File: src/rtl/mem_access_unit_pkg.sv
// mem_access_unit_pkg: shared funct3 encodings, FSM states, access sizes and lane helpers
package mem_access_unit_pkg;
  typedef enum logic {IDLE, BUSY} state_t;
  typedef enum logic [1:0] {SZ_B, SZ_H, SZ_W} size_t;
  localparam logic [2:0] F3_B  = 3'b000;
  localparam logic [2:0] F3_H  = 3'b001;
  localparam logic [2:0] F3_W  = 3'b010;
  localparam logic [2:0] F3_BU = 3'b100;
  localparam logic [2:0] F3_HU = 3'b101;
  function automatic size_t acc_size(input logic [2:0] f3, input logic ld);
    return (f3 == F3_B || (ld && f3 == F3_BU)) ? SZ_B :
           (f3 == F3_H || (ld && f3 == F3_HU)) ? SZ_H : SZ_W;
  endfunction
  function automatic logic [1:0] lane_off(input size_t sz, input logic [1:0] a);
    return sz == SZ_B ? a : sz == SZ_H ? {a[1], 1'b0} : 2'b00;
  endfunction
endpackage

File: src/rtl/mem_access_unit_load_align.sv
// mem_access_unit_load_align: selects the loaded byte/half lane of rdata at off and sign/zero-extends it (sz, sgn in; data out)
module mem_access_unit_load_align
  import mem_access_unit_pkg::*;
(
  input  logic [31:0] rdata,
  input  logic [1:0]  off,
  input  size_t       sz,
  input  logic        sgn,
  output logic [31:0] data
);
  logic [7:0]  b;
  logic [15:0] h;
  assign b = rdata[{off, 3'b000} +: 8];
  assign h = rdata[{off[1], 4'b0000} +: 16];
  assign data = sz == SZ_B ? {{24{sgn & b[7]}}, b} :
                sz == SZ_H ? {{16{sgn & h[15]}}, h} : rdata;
endmodule

File: src/rtl/mem_access_unit.sv
// mem_access_unit: EX/MEM data-memory access unit (EX/MEM *_in controls, dmem_* bus, MEM/WB *_out, stall_out, bus_err_out/misalign_out pulses); MEM_MISALIGN_TRAP_EN traps misaligned half/word accesses
module mem_access_unit
  import mem_access_unit_pkg::*;
#(
  parameter int ACK_TIMEOUT = 15
) (
  input  logic        clk,
  input  logic        rst,
  input  logic        valid_in,
  input  logic        mem_read_in,
  input  logic        mem_write_in,
  input  logic        mem_to_reg_in,
  input  logic        reg_write_en_in,
  input  logic [2:0]  funct3_in,
  input  logic [4:0]  rd_reg_addr_in,
  input  logic [31:0] ALU_result_in,
  input  logic [31:0] store_data_in,
  output logic        dmem_req,
  output logic        dmem_we,
  output logic [31:0] dmem_addr,
  output logic [31:0] dmem_wdata,
  output logic [3:0]  dmem_be,
  input  logic        dmem_ack,
  input  logic [31:0] dmem_rdata,
  output logic        valid_out,
  output logic        mem_to_reg_out,
  output logic        reg_write_en_out,
  output logic [4:0]  rd_reg_addr_out,
  output logic [31:0] data_memory_out,
  output logic [31:0] ALU_result_out,
  output logic        stall_out,
  output logic        bus_err_out,
  output logic        misalign_out
);
  state_t      state;
  logic [7:0]  cnt;
  logic [31:0] r_alu, r_wdata;
  logic [3:0]  r_be;
  logic [4:0]  r_rd;
  size_t       r_sz, sz, c_sz;
  logic        r_we, r_sgn, r_mtr, r_rwe;
  logic        mem_op, mis, busy, tmo, issue, done, stall, v_out;
  logic [1:0]  off_in;
  logic [3:0]  be_in;
  logic [31:0] wdata_in, c_alu, ld_data;
  assign mem_op   = valid_in & (mem_read_in | mem_write_in);
  assign sz       = acc_size(funct3_in, mem_read_in);
  assign off_in   = lane_off(sz, ALU_result_in[1:0]);
  assign be_in    = mem_read_in ? 4'hF : sz == SZ_B ? 4'b0001 << off_in : sz == SZ_H ? 4'b0011 << off_in : 4'hF;
  assign wdata_in = sz == SZ_B ? {4{store_data_in[7:0]}} : sz == SZ_H ? {2{store_data_in[15:0]}} : store_data_in;
`ifdef MEM_MISALIGN_TRAP_EN
  assign mis = mem_op & ((sz == SZ_H & ALU_result_in[0]) | (sz == SZ_W & |ALU_result_in[1:0]));
`else
  assign mis = 1'b0;
`endif
  assign busy  = state == BUSY;
  assign tmo   = busy && cnt == 8'(ACK_TIMEOUT);
  // the timeout cycle withdraws the request, so a late ack there is ignored
  assign issue = busy ? !tmo : mem_op & !mis;
  assign done  = issue & dmem_ack;
  assign stall = issue & !dmem_ack;
  assign v_out = (busy | valid_in) & !stall;
  assign c_alu = busy ? r_alu : ALU_result_in;
  assign c_sz  = busy ? r_sz : sz;
  mem_access_unit_load_align u_align (
    .rdata (dmem_rdata),
    .off   (lane_off(c_sz, c_alu[1:0])),
    .sz    (c_sz),
    .sgn   (busy ? r_sgn : !funct3_in[2]),
    .data  (ld_data)
  );
  always_comb begin
    dmem_req         = 1'b0;
    dmem_we          = 1'b0;
    dmem_addr        = '0;
    dmem_wdata       = '0;
    dmem_be          = '0;
    valid_out        = 1'b0;
    mem_to_reg_out   = 1'b0;
    reg_write_en_out = 1'b0;
    rd_reg_addr_out  = '0;
    data_memory_out  = '0;
    ALU_result_out   = '0;
    stall_out        = 1'b0;
    bus_err_out      = 1'b0;
    misalign_out     = 1'b0;
    if (!rst) begin
      dmem_req         = issue;
      dmem_we          = issue & (busy ? r_we : !mem_read_in);
      dmem_addr        = issue ? {c_alu[31:2], 2'b00} : '0;
      dmem_wdata       = issue ? (busy ? r_wdata : wdata_in) : '0;
      dmem_be          = issue ? (busy ? r_be : be_in) : '0;
      valid_out        = v_out;
      mem_to_reg_out   = busy ? r_mtr : mem_to_reg_in;
      reg_write_en_out = v_out & !tmo & !mis & (busy ? r_rwe : reg_write_en_in);
      rd_reg_addr_out  = busy ? r_rd : rd_reg_addr_in;
      data_memory_out  = done & (busy ? !r_we : mem_read_in) ? ld_data : '0;
      ALU_result_out   = c_alu;
      stall_out        = stall;
      bus_err_out      = tmo;
      misalign_out     = mis;
    end
  end
  always_ff @(posedge clk) begin
    if (rst) begin
      state   <= IDLE;
      cnt     <= '0;
      r_alu   <= '0;
      r_wdata <= '0;
      r_be    <= '0;
      r_rd    <= '0;
      r_sz    <= SZ_B;
      r_we    <= 1'b0;
      r_sgn   <= 1'b0;
      r_mtr   <= 1'b0;
      r_rwe   <= 1'b0;
    end else if (!busy) begin
      if (stall) begin
        state   <= BUSY;
        cnt     <= 8'd1;
        r_alu   <= ALU_result_in;
        r_wdata <= wdata_in;
        r_be    <= be_in;
        r_rd    <= rd_reg_addr_in;
        r_sz    <= sz;
        r_we    <= !mem_read_in;
        r_sgn   <= !funct3_in[2];
        r_mtr   <= mem_to_reg_in;
        r_rwe   <= reg_write_en_in;
      end
    end else if (stall) begin
      cnt <= cnt + 8'd1;
    end else begin
      state <= IDLE;
      cnt   <= '0;
    end
  end
endmodule

File: config.mk
export PLATFORM = sky130hd
export DESIGN_NAME = mem_access_unit
export DESIGN_NICKNAME = d
export VERILOG_FILES = /design/src/rtl/mem_access_unit_pkg.sv /design/src/rtl/mem_access_unit_load_align.sv /design/src/rtl/mem_access_unit.sv
export SDC_FILE = /design/constraint.sdc
export NUM_CORES = 1
export LEC_CHECK = 0
export CAP_MARGIN = 20
export CORE_MARGIN = 1.5
export CORE_UTILIZATION = 42
export DETAILED_ROUTE_END_ITERATION = 6
export PLACE_DENSITY = 0.9
export SLEW_MARGIN = 15
export SYNTH_ARGS = -nofsm -noshare
export SYNTH_HDL_FRONTEND = slang
export SYNTH_SLANG_ARGS = --single-unit
File: constraint.sdc
create_clock -name clk -period 3.65 [get_ports clk]
set_clock_uncertainty 0.2 [all_clocks]
set_input_delay 0.365 -clock clk [delete_from_list [all_inputs] [get_ports clk]]
set_output_delay 0.365 -clock clk [all_outputs]
set_load 0.02 [all_outputs]
# After elaboration in Yosys (flattened, before gate mapping)
# Cells that the tools add are included.
dict set report classes {
  addsub 1
  eq_ne 6
  n_shift 4
  n_mux 45
  bitwise_logic 13
  n_reduce_logical 16
}
# cell count
set op_table {}
lappend op_table {{32-bit two-way mux} 13}
lappend op_table {{32-bit by 6-bit indexed part select with 16-bit output} 1}
lappend op_table {{32-bit by 6-bit indexed part select with 8-bit output} 1}
lappend op_table {{4-bit two-way mux} 6}
lappend op_table {{8-bit two-way mux} 3}
lappend op_table {{1-bit two-way mux} 14}
lappend op_table {{2-bit two-way mux} 7}
lappend op_table {{1-bit AND} 10}
lappend op_table {{5-bit two-way mux} 2}
lappend op_table {{8-bit by 1-bit adder with 8-bit output, second input constant} 1}
lappend op_table {{8-bit by 4-bit == test with 1-bit output, second input constant} 1}
lappend op_table {{3-bit == test, second input constant} 2}
lappend op_table {{1-bit logical NOT} 6}
lappend op_table {{2-bit by 1-bit == test with 1-bit output, second input constant} 2}
lappend op_table {{2-bit logical NOT} 2}
lappend op_table {{1-bit by 2-bit << shifter with 4-bit output, first input constant} 1}
lappend op_table {{2-bit by 2-bit << shifter with 4-bit output, first input constant} 1}
lappend op_table {{3-bit by 1-bit == test with 1-bit output, second input constant} 1}
lappend op_table {{1-bit logical AND} 3}
lappend op_table {{3-bit logical NOT} 1}
lappend op_table {{1-bit logical OR} 2}
lappend op_table {{1-bit bitwise OR} 2}
lappend op_table {{2-bit AND reduction} 1}
lappend op_table {{2-bit nonzero test} 1}
lappend op_table {{1-bit inverter} 1}
dict set report word_totals {
  regBits 88
  in_bits 112
  out_inout_bits 145
  wordCells 96
}

# Depth between registers and ports, before layout
# Gate-level depths: netlist of run 1.
dict set report logic_depth {
  word_depth 15
  depth_mapped 10
  depth_no_buf 8
}

# Modules after synthesis
# Synthesis of run 1 repeated with hierarchy kept, for this count alone.
dict set report unflattened {
  hier_cells 848
  area_unflattened_um2 6118.4
}
# mod n_inst cells_per_inst area_each_um2 seq_area_each_um2
set by_module_without_submodules {}
lappend by_module_without_submodules {mem_access_unit 1 713 5178.7 1761.7}
lappend by_module_without_submodules {mem_access_unit_load_align 1 135 939.7 0.0}

# Worst setup path before layout of run 1
# No wires, ideal clock.
dict set report synth_timing {
  kind {register -> output}
  from {register cnt[0]}
  to {output port data_memory_out[10]}
  arrival_ps 2378
  required_ps 3085
  setup_slack_ps 707
  stages_incl_launch_ff 11
  path_buffers 2
  cell_sequence {dfxtp_1 -> ha_1 -> and4_4 -> a22o_1 -> buf_6 -> or2_4 -> clkinv_4 -> nand3_4 -> or2_1 -> clkbuf_1 -> nor3_1}
}
dict set report synth_between {
  elab_chain_len 8
}
# item line_no
set synth_rtl {}
lappend synth_rtl {{from (decl)} mem_access_unit.sv:36} ;# logic [7:0] cnt;
lappend synth_rtl {{from (signal assigned)} mem_access_unit.sv:132} ;# cnt <= cnt + 8'd1;
lappend synth_rtl {{8-bit by 4-bit == test with 1-bit output} mem_access_unit.sv:57} ;# assign tmo = busy && cnt == 8'(ACK_TIMEOUT);
lappend synth_rtl {{1-bit logical AND} mem_access_unit.sv:57}
lappend synth_rtl {{1-bit logical NOT} mem_access_unit.sv:59} ;# assign issue = busy ? !tmo : mem_op & !mis;
lappend synth_rtl {{1-bit two-way mux} mem_access_unit.sv:59}
lappend synth_rtl {{1-bit AND} mem_access_unit.sv:60} ;# assign done = issue & dmem_ack;
lappend synth_rtl {{1-bit AND} mem_access_unit.sv:97} ;# data_memory_out = done & (busy ? !r_we : mem_read_in) ? ld_data : '0;
lappend synth_rtl {{32-bit two-way mux} mem_access_unit.sv:97}
lappend synth_rtl {{32-bit two-way mux} mem_access_unit.sv:87} ;# if (!rst) begin
lappend synth_rtl {{to (decl)} mem_access_unit.sv:29} ;# output logic [31:0] data_memory_out,
# No other way between the ends.

# Worst setup path in the final report of run 1
dict set report layout_timing {
  from {input port mem_read_in}
  to {output port dmem_wdata[27]}
}
dict set report layout_between {
  elab_chain_len 10
  elab_cells_between_ends 16
  cone_classes {1 x eq/ne; 8 x mux; 2 x bitwise; 5 x reduce/logical}
}
# item line_no
set layout_rtl {}
lappend layout_rtl {{from (decl)} mem_access_unit.sv:10} ;# input logic mem_read_in,
lappend layout_rtl {{1-bit logical AND} mem_access_unit_pkg.sv:12} ;# (f3 == F3_H || (ld && f3 == F3_HU)) ? SZ_H : SZ_W;
lappend layout_rtl {{1-bit logical OR} mem_access_unit_pkg.sv:12}
lappend layout_rtl {{2-bit two-way mux} mem_access_unit_pkg.sv:12}
lappend layout_rtl {{2-bit two-way mux} mem_access_unit_pkg.sv:11} ;# return (f3 == F3_B || (ld && f3 == F3_BU)) ? SZ_B :
lappend layout_rtl {{2-bit by 1-bit == test with 1-bit output} mem_access_unit.sv:50} ;# assign wdata_in = sz == SZ_B ? {4{store_data_in[7:0]}} : sz == SZ_H ? {2{store_data_in[15:0]}} : store_data_in ...
lappend layout_rtl {{32-bit two-way mux (2 in a row)} mem_access_unit.sv:50}
lappend layout_rtl {{32-bit two-way mux} mem_access_unit.sv:91} ;# dmem_wdata = issue ? (busy ? r_wdata : wdata_in) : '0;
lappend layout_rtl {{32-bit two-way mux (*)} mem_access_unit.sv:91}
lappend layout_rtl {{32-bit two-way mux (*)} mem_access_unit.sv:87}
lappend layout_rtl {{to (decl)} mem_access_unit.sv:21} ;# output logic [31:0] dmem_wdata,
# Every way passes the cells marked *; elsewhere a longest branch is shown, timed or not.

==> results of run 1 <==
==> synthesized netlist by cell type (2+ instances only) <==
master and number:
a211oi_1 40, a21boi_1 2, a21oi_1 76, and3_1 2
buf_1 6, buf_2 10, buf_4 3, buf_6 2
clkbuf_1 52, dfxtp_1 88, inv_1 3, mux2_2 4
mux2i_1 71, nand2_1 158, nand2b_1 2, nand3_1 18
nand3b_1 2, nor2_1 124, nor3_1 46, nor4_1 9
o211a_1 2, o21a_1 16, o21ai_0 18, o21ai_1 2
o22ai_1 10, o41ai_1 2, or2_2 3, or3_1 3
xnor2_1 3, xor2_1 3
==> power by group through the flow <==
stage,Sequential [W],Clock (W),Combinational (W)
after floorplan,0.00104,0,0.000439
after global placement,0.00105,0,0.000810
final,0.00103,0.000956,0.000829
after global routing,0.00104,0.00100,0.000889
after detailed placement,0.00105,0,0.000819
after CTS,0.00103,0.000967,0.000825
==> cell families (layout without fill, tap and decap cells) <==
logic type,Yosys count,in the layout
xor gates and xnor gates,6,6
AOI/OAI and AO/OA,173,173
other,1,3
DFF,88,88
muxes,75,75
adders and majority gates,1,1
and+or+nand+nor,375,375
buffers and inverters,77,305
==> layout make-up <==
| cell class | instances | share of cell area (%) |
|---|---|---|
| clock inverter | 6 | 0.779 |
| timing repair buffer | 285 | 32.9 |
| tap | 172 | 2.48 |
| clock buffer | 10 | 2.76 |
| inverter | 4 | 0.274 |
| multi-input combinational | 633 | 40.4 |
| sequential | 88 | 20.4 |
==> registers in the layout, summed over array words and instances (netlist names) <==
register and flops:
busy 1, cnt 8, r_alu 32, r_be 4, r_mtr 1, r_rd 5, r_rwe 1, r_sgn 1
r_sz 2, r_wdata 32, r_we 1
==> worst max-delay path: cells and delay by family <==
| kind | cells | cell delay (ns) |
|---|---|---|
| buf+inv | 4 | 1.50 |
| simple gates | 3 | 0.61 |
| compound gates | 2 | 0.50 |
==> layer usage <==
metal / wire length (um) / vias up / part of all wire, %
met3: 1560 / 34 / 8.1
met4: 442 / 0 / 2.3
met1: 8240 / 3033 / 43
met5: 0 / - / 0
met2: 8950 / 295 / 47
li1: - / 3189 / -
==> through the flow <==
| step | hold slack [ns] | total power [W] | setup TNS (ns) | cell area, sq um |
|---|---|---|---|---|
| floorplan | 0.233 | 0.00148 | 0 | 5590 |
| global placement | 0.238 | 0.00186 | 0 | 8290 |
| detailed placement | 0.246 | 0.00187 | 0 | 8290 |
| CTS | 0.255 | 0.00282 | 0 | 8600 |
| global route | 0.273 | 0.00293 | -0.000700 | 8670 |
| finish | 0.252 | 0.00282 | 0 | 8670 |
==> worst paths after layout <==
| kind | slack, ns | end | from |
|---|---|---|---|
| worst max-delay path | 0.09 | dmem_wdata[27] | mem_read_in |
| worst min-delay path | 0.25 | r_alu[26]$_SDFFE_PP0P_ | r_alu[26]$_SDFFE_PP0P_ |
| worst min register to register | 0.25 | r_alu[26]$_SDFFE_PP0P_ | r_alu[26]$_SDFFE_PP0P_ |
| worst max register to register | 1.02 | r_alu[22]$_SDFFE_PP0P_ | busy$_SDFF_PP0_ |
==> placed cells by master, fill, tap and decap left out, drive strengths merged, types with 4 or more instances in the layout <==
cell type      count
clkbuf            10
a211oi            40
dlymetal6s2s      18
o21ai             21
buf               33
or2                5
nor4               9
mux2               4
clkdlybuf4s50    234
nor3              46
mux2i             71
o21a              16
nand3             19
nand2            158
dfxtp             88
a21oi             76
o22ai             10
nor2             124
==> repair_timing <==
item                       4_1_cts  5_1_grt
setup buffers                    0        2
setup endpoints to repair        0       24
gates resized for setup          0       24
==> impl_metrics.yaml, run 1 <==
power_and_ir_drop:
  peakVddDrop_v: 0.000302
  clkPwrFrac_pct: 33.9
  pwr-share-comb_pct: 29.5
  power.switching_w: 0.000877
  switching_share_pct: 31.2
  seq_power_share_pct: 36.6
  power_density_mw_per_mm2: 325
  intPower_w: 0.00194
  leakagePower_nw: 3.48
logic_synthesis:
  avgSynthCellArea_sq_um: 7.01
  synth_top_family_by_area: "simple AND/OR/NAND/NOR gates"
  synthTopCellsByArea: "dfxtp_1, mux2i_1, nand2_1"
  ys_seq_area_share_pct: 31.6
  synth_seq_cells: 88
  synthCells: 796
  synthSimpleGateAreaFrac_pct: 28.4
  synth_warnings: 0
  synth_edf_count: 0
  synth_top_area_share_pct: 31.6
  synth_adder_area_share_pct: 0.224
  synth_cell_types: 46
  synthMuxAreaShare_pct: 13.5
  syn_area_sq_mm: 0.00558
  synth_ff_type: "dfxtp_1"
  synth-compound-area-share_pct: 19.3
  async_flop_share_pct: 0
  synth_xor_area_share_pct: 0.942
  yosysTopAreaCell: "dfxtp_1"
timing:
  period_minus_slack_ns: 3.56
  rsz0062_at_grt: "true"
  slew_violations: 0
  setup_viol: 0
  worst_pin_slew_ns: 0.723
  worst_slack_ns: 0.0904
  clock.fmax_mhz: 281
  hold_viol_final: 0
  slew-limit-headroom_pct: 51.8
  fin_crit_sh_pct: 97.5
layout:
  final_cells: 1198
  nNetsFinal: 1134
  finish.utilization_pct: 67.9
  area_growth_pct: 55.4
  drive_above_1_share_pct: 6.53
  multi_input_area_sq_mm: 0.00350
  antenna_cells: 0
  seq_area_sq_mm: 0.00177
  n_fill_cell: 1024
global_route:
  track_usage_pct: 26.2
  grt_pass1_wl_um: 30200
  grt_overflow: 0
  grt_max_degree: 153
  met1_usage_pct: 34.0
  grt_antenna_before_repair: 0
  met3_usage_pct: 6.08
  grt_pass1_vias: 6071
  busiest_layer: "met2"
  grtUsageMet2_pct: 42.7
place:
  gp_congestion: 0.990
  numPlacedInstances: 1180
  port_buffers: 253
  dp_slack_ns: 0.0951
  dp_hpwl_um: 13700
critical_path:
  max_stage_delay_ns: 0.63
  required_ns: 3.08
  cp_slowest_cell: "clkdlybuf4s50_1"
  cp-start-kind: "input pin"
  end_kind: "primary output"
  cp_max_fo: 17
  r2r_cells: 5
  cp_cell_sequence: "clkdlybuf4s50_1 -> buf_4 -> nor2b_1 -> buf_4 -> or2_2 -> o21ai_0 -> nand2_1 -> a21oi_1 -> clkdlybuf4s50_1"
  critPathArrivalTime_ns: 2.99
  worstSetupPathType: "in2out"
hold_path:
  hold_depth: 2
  hold_class: "reg2reg"
routing:
  drc: 0
  routed_via_density: 5.47
  dr_total_vias: 6551
  drtAntennaViolNets: 0
  wl_um: 19200
  drtIter0Drc: 741
  firstDrtPassIters: 5
  wl_per_cell_um: 16.0
die:
  die_x_um: 118
  ios: 257
  die-area_sq_mm: 0.0140
  die_height_um: 118
  core_sq_mm: 0.0128
  num_rows: 41
  start_util_pct: 43.7
flow_run:
  max_cap_viol_count: 0
clock_network:
  cts_buffers: 9
  clock_latency_ns: 0.34
  cts_tree: "built"
  ctsHtreeMaxLevel: 3
  ctsHoldBuffers: 0
  clk_pin_slew_ns: 0.06
  root_buffer: "clkbuf_16"
  cts_sinks: 88
  clockBufferDepth: 2
outcome:
  outcome: "completed"
Power figures use the tool's default switching activity.
==> run 2: changes to the inputs <==
--- a/config.mk
+++ b/config.mk
@@ -5,9 +5,11 @@
 export SDC_FILE = /design/constraint.sdc
 export NUM_CORES = 1
 export LEC_CHECK = 0
+export ABC_AREA = 1
 export CAP_MARGIN = 20
+export CORE_ASPECT_RATIO = 1.4
 export CORE_MARGIN = 1.5
-export CORE_UTILIZATION = 42
+export CORE_UTILIZATION = 43
 export DETAILED_ROUTE_END_ITERATION = 6
 export PLACE_DENSITY = 0.9
 export SLEW_MARGIN = 15
==> impl_metrics.yaml, run 2 <==
timing:
  period_minus_slack_ns: 3.50
  slew_violations: 0
  setup_viol: 0
  slew-limit-headroom_pct: 52.8
  rsz0062_at_grt: "false"
  clock.fmax_mhz: 286
  hold_viol_final: 0
  tns_ns: 0
  fin_crit_sh_pct: 95.9
  worst_pin_slew_ns: 0.701
  holdWs_ns: 0.169
logic_synthesis:
  avgSynthCellArea_sq_um: 6.19
  ys_top_cells_by_count: "nand2_1, nor2_1, a21oi_1, dfxtp_1, o21ai_0"
  synth_cell_types: 41
  synth_top_area_share_pct: 29.6
  syn_area_sq_mm: 0.00595
  ys_seq_area_share_pct: 29.6
  async_flop_share_pct: 0
  synth_warnings: 0
  synth_ff_type: "dfxtp_1"
  synthTopCellsByArea: "dfxtp_1, nand2_1, nor2_1"
  synthCells: 960
  synth.most_common_cell: "nand2_1"
  synth_edf_count: 0
  yosysTopAreaCell: "dfxtp_1"
  synth_seq_cells: 88
routing:
  wl_um: 21300
  drtIter0Drc: 422
  wl_per_cell_um: 15.7
  drtAntennaViolNets: 0
  dr_total_vias: 7322
  routed_via_density: 5.39
  firstDrtPassIters: 6
  drc: 0
critical_path:
  cp_max_fo: 25
  required_ns: 3.08
  critPathArrivalTime_ns: 2.94
  reg2reg_slack_ns: 1.02
  worstSetupPathType: "reg2out"
  reg2reg_from: "busy$_SDFF_PP0_"
  cp-start-kind: "flip-flop"
  end_kind: "primary output"
  r2r_end: "r_rd[0]$_SDFFE_PP0P_"
  crit_path_start: "busy$_SDFF_PP0_"
  r2r_cells: 10
layout:
  drive_above_1_share_pct: 8.07
  area_growth_pct: 47.9
  final_cells: 1359
  nNetsFinal: 1285
  layout.cells.most_common: "clkdlybuf4s50_1"
  top_regs: "r_alu: 32 flops, r_wdata: 32 flops, cnt: 8 flops"
  layout_common_cells: "clkdlybuf4s50_1, nand2_1, nor2_1"
  antenna_cells: 0
global_route:
  track_usage_pct: 28.5
  grt_overflow: 0
  grt_max_degree: 113
  grt_pass1_wl_um: 32800
  grt_pass1_vias: 6838
  grt_antenna_before_repair: 0
hold_path:
  min-delay-start: "rst"
  hold_class: "in2reg"
  min_to: "r_alu[0]$_SDFFE_PP0P_"
  hold_depth: 2
die:
  die_height_um: 142
  die-area_sq_mm: 0.0146
  start_util_pct: 44.2
  die_x_um: 102
  ios: 257
  num_rows: 50
  core_sq_mm: 0.0135
power_and_ir_drop:
  power_density_mw_per_mm2: 326
  peakVddDrop_v: 0.000246
  p_total_w: 0.00286
  leakagePower_nw: 3.52
clock_network:
  ctsHtreeMaxLevel: 3
  cts_sinks: 88
  root_buffer: "clkbuf_16"
  cts_tree: "built"
  clockBufferDepth: 2
  clk_pin_slew_ns: 0.06
  clock_latency_ns: 0.33
  cts_buffers: 9
place:
  dp_hpwl_um: 15400
  port_buffers: 253
  gp_congestion: 0.892
  numPlacedInstances: 1343
outcome:
  outcome: "completed"
flow_run:
  max_cap_viol_count: 0
[run 2: repair_timing]
| action | 4_1_cts | 5_1_grt |
|---|---|---|
| hold endpoints to repair | 0 | 0 |
| endpoints found under the setup margin | 0 | 43 |
| setup buffers | 0 | 0 |
| gates resized for setup | 0 | 3 |
| hold buffers | 0 | 0 |
[run 2: final cells by class]
cell class,count,area [sq um]
Fill cell,1161,4650
Timing Repair Buffer,275,2720
Clock inverter,4,45.0
Inverter,39,149
Tap cell,182,228
Sequential cell,88,1760
Multi-Input combinational cell,759,3650
Clock buffer,12,236
[run 2: kinds of logic (layout without fill, tap and decap cells)]
| family | after synthesis | count (layout) | share of synthesized area, % |
|---|---|---|---|
| compound gates | 205 | 205 | 18.5 |
| xor+xnor | 6 | 6 | 0.884 |
| fa+ha+maj | 1 | 1 | 0.210 |
| buf+inv | 115 | 330 | 9.11 |
| flops | 88 | 88 | 29.6 |
| mux | 8 | 8 | 1.35 |
| other cells | 1 | 3 | 0.0631 |
| simple gates | 536 | 536 | 40.3 |
[run 2: worst max-delay path by stage]
stage                          endpoint  slack (ns)  cells past startpoint
floorplan                    dmem_be[2]        1.28                     10
global placement    data_memory_out[11]        0.33                     12
detailed placement  data_memory_out[10]        0.25                     12
CTS                 data_memory_out[10]        0.08                     10
global route        data_memory_out[11]        0.02                     10
finish              data_memory_out[10]        0.15                     10
[run 2: critical path, cell delays in order, from the launching register on]
cell and delay (ns):
dfxtp_2 0.50, inv_4 0.18, or2_1 0.26, nand2_2 0.17, nand2_4 0.13, nor2_4 0.21, nand2_2 0.11, nand4_4 0.07
buf_4 0.33, nor2_1 0.08, clkdlybuf4s50_1 0.55
[run 2: stage by stage]
stage,setup WS (ns),util [%],area [sq um]
6_report,0.149,65.4,8800
4_1_cts,0.0820,65.4,8790
3_5_place_dp,0.246,63.3,8510
2_1_floorplan,1.28,-,5950
3_3_place_gp,0.333,63.3,8510
5_1_grt,0.0225,65.4,8800
[run 2: layer usage]
metal  part of all wire, %  track usage [%]  wire [um]
met2                    49             48.6      10500
met1                    37             30.4       7790
met3                   8.8             8.30       1880
met5                     0            0.733          0
met4                   5.2             17.4       1120
[run 2: report_power, final]
part / leakage [nW] / total (W) / internal (W) / switching (W)
combinational: 2.66 / 0.000920 / 0.000397 / 0.000523
clock: 0.140 / 0.000902 / 0.000528 / 0.000374
sequential: 0.720 / 0.00104 / 0.00101 / 0.0000270
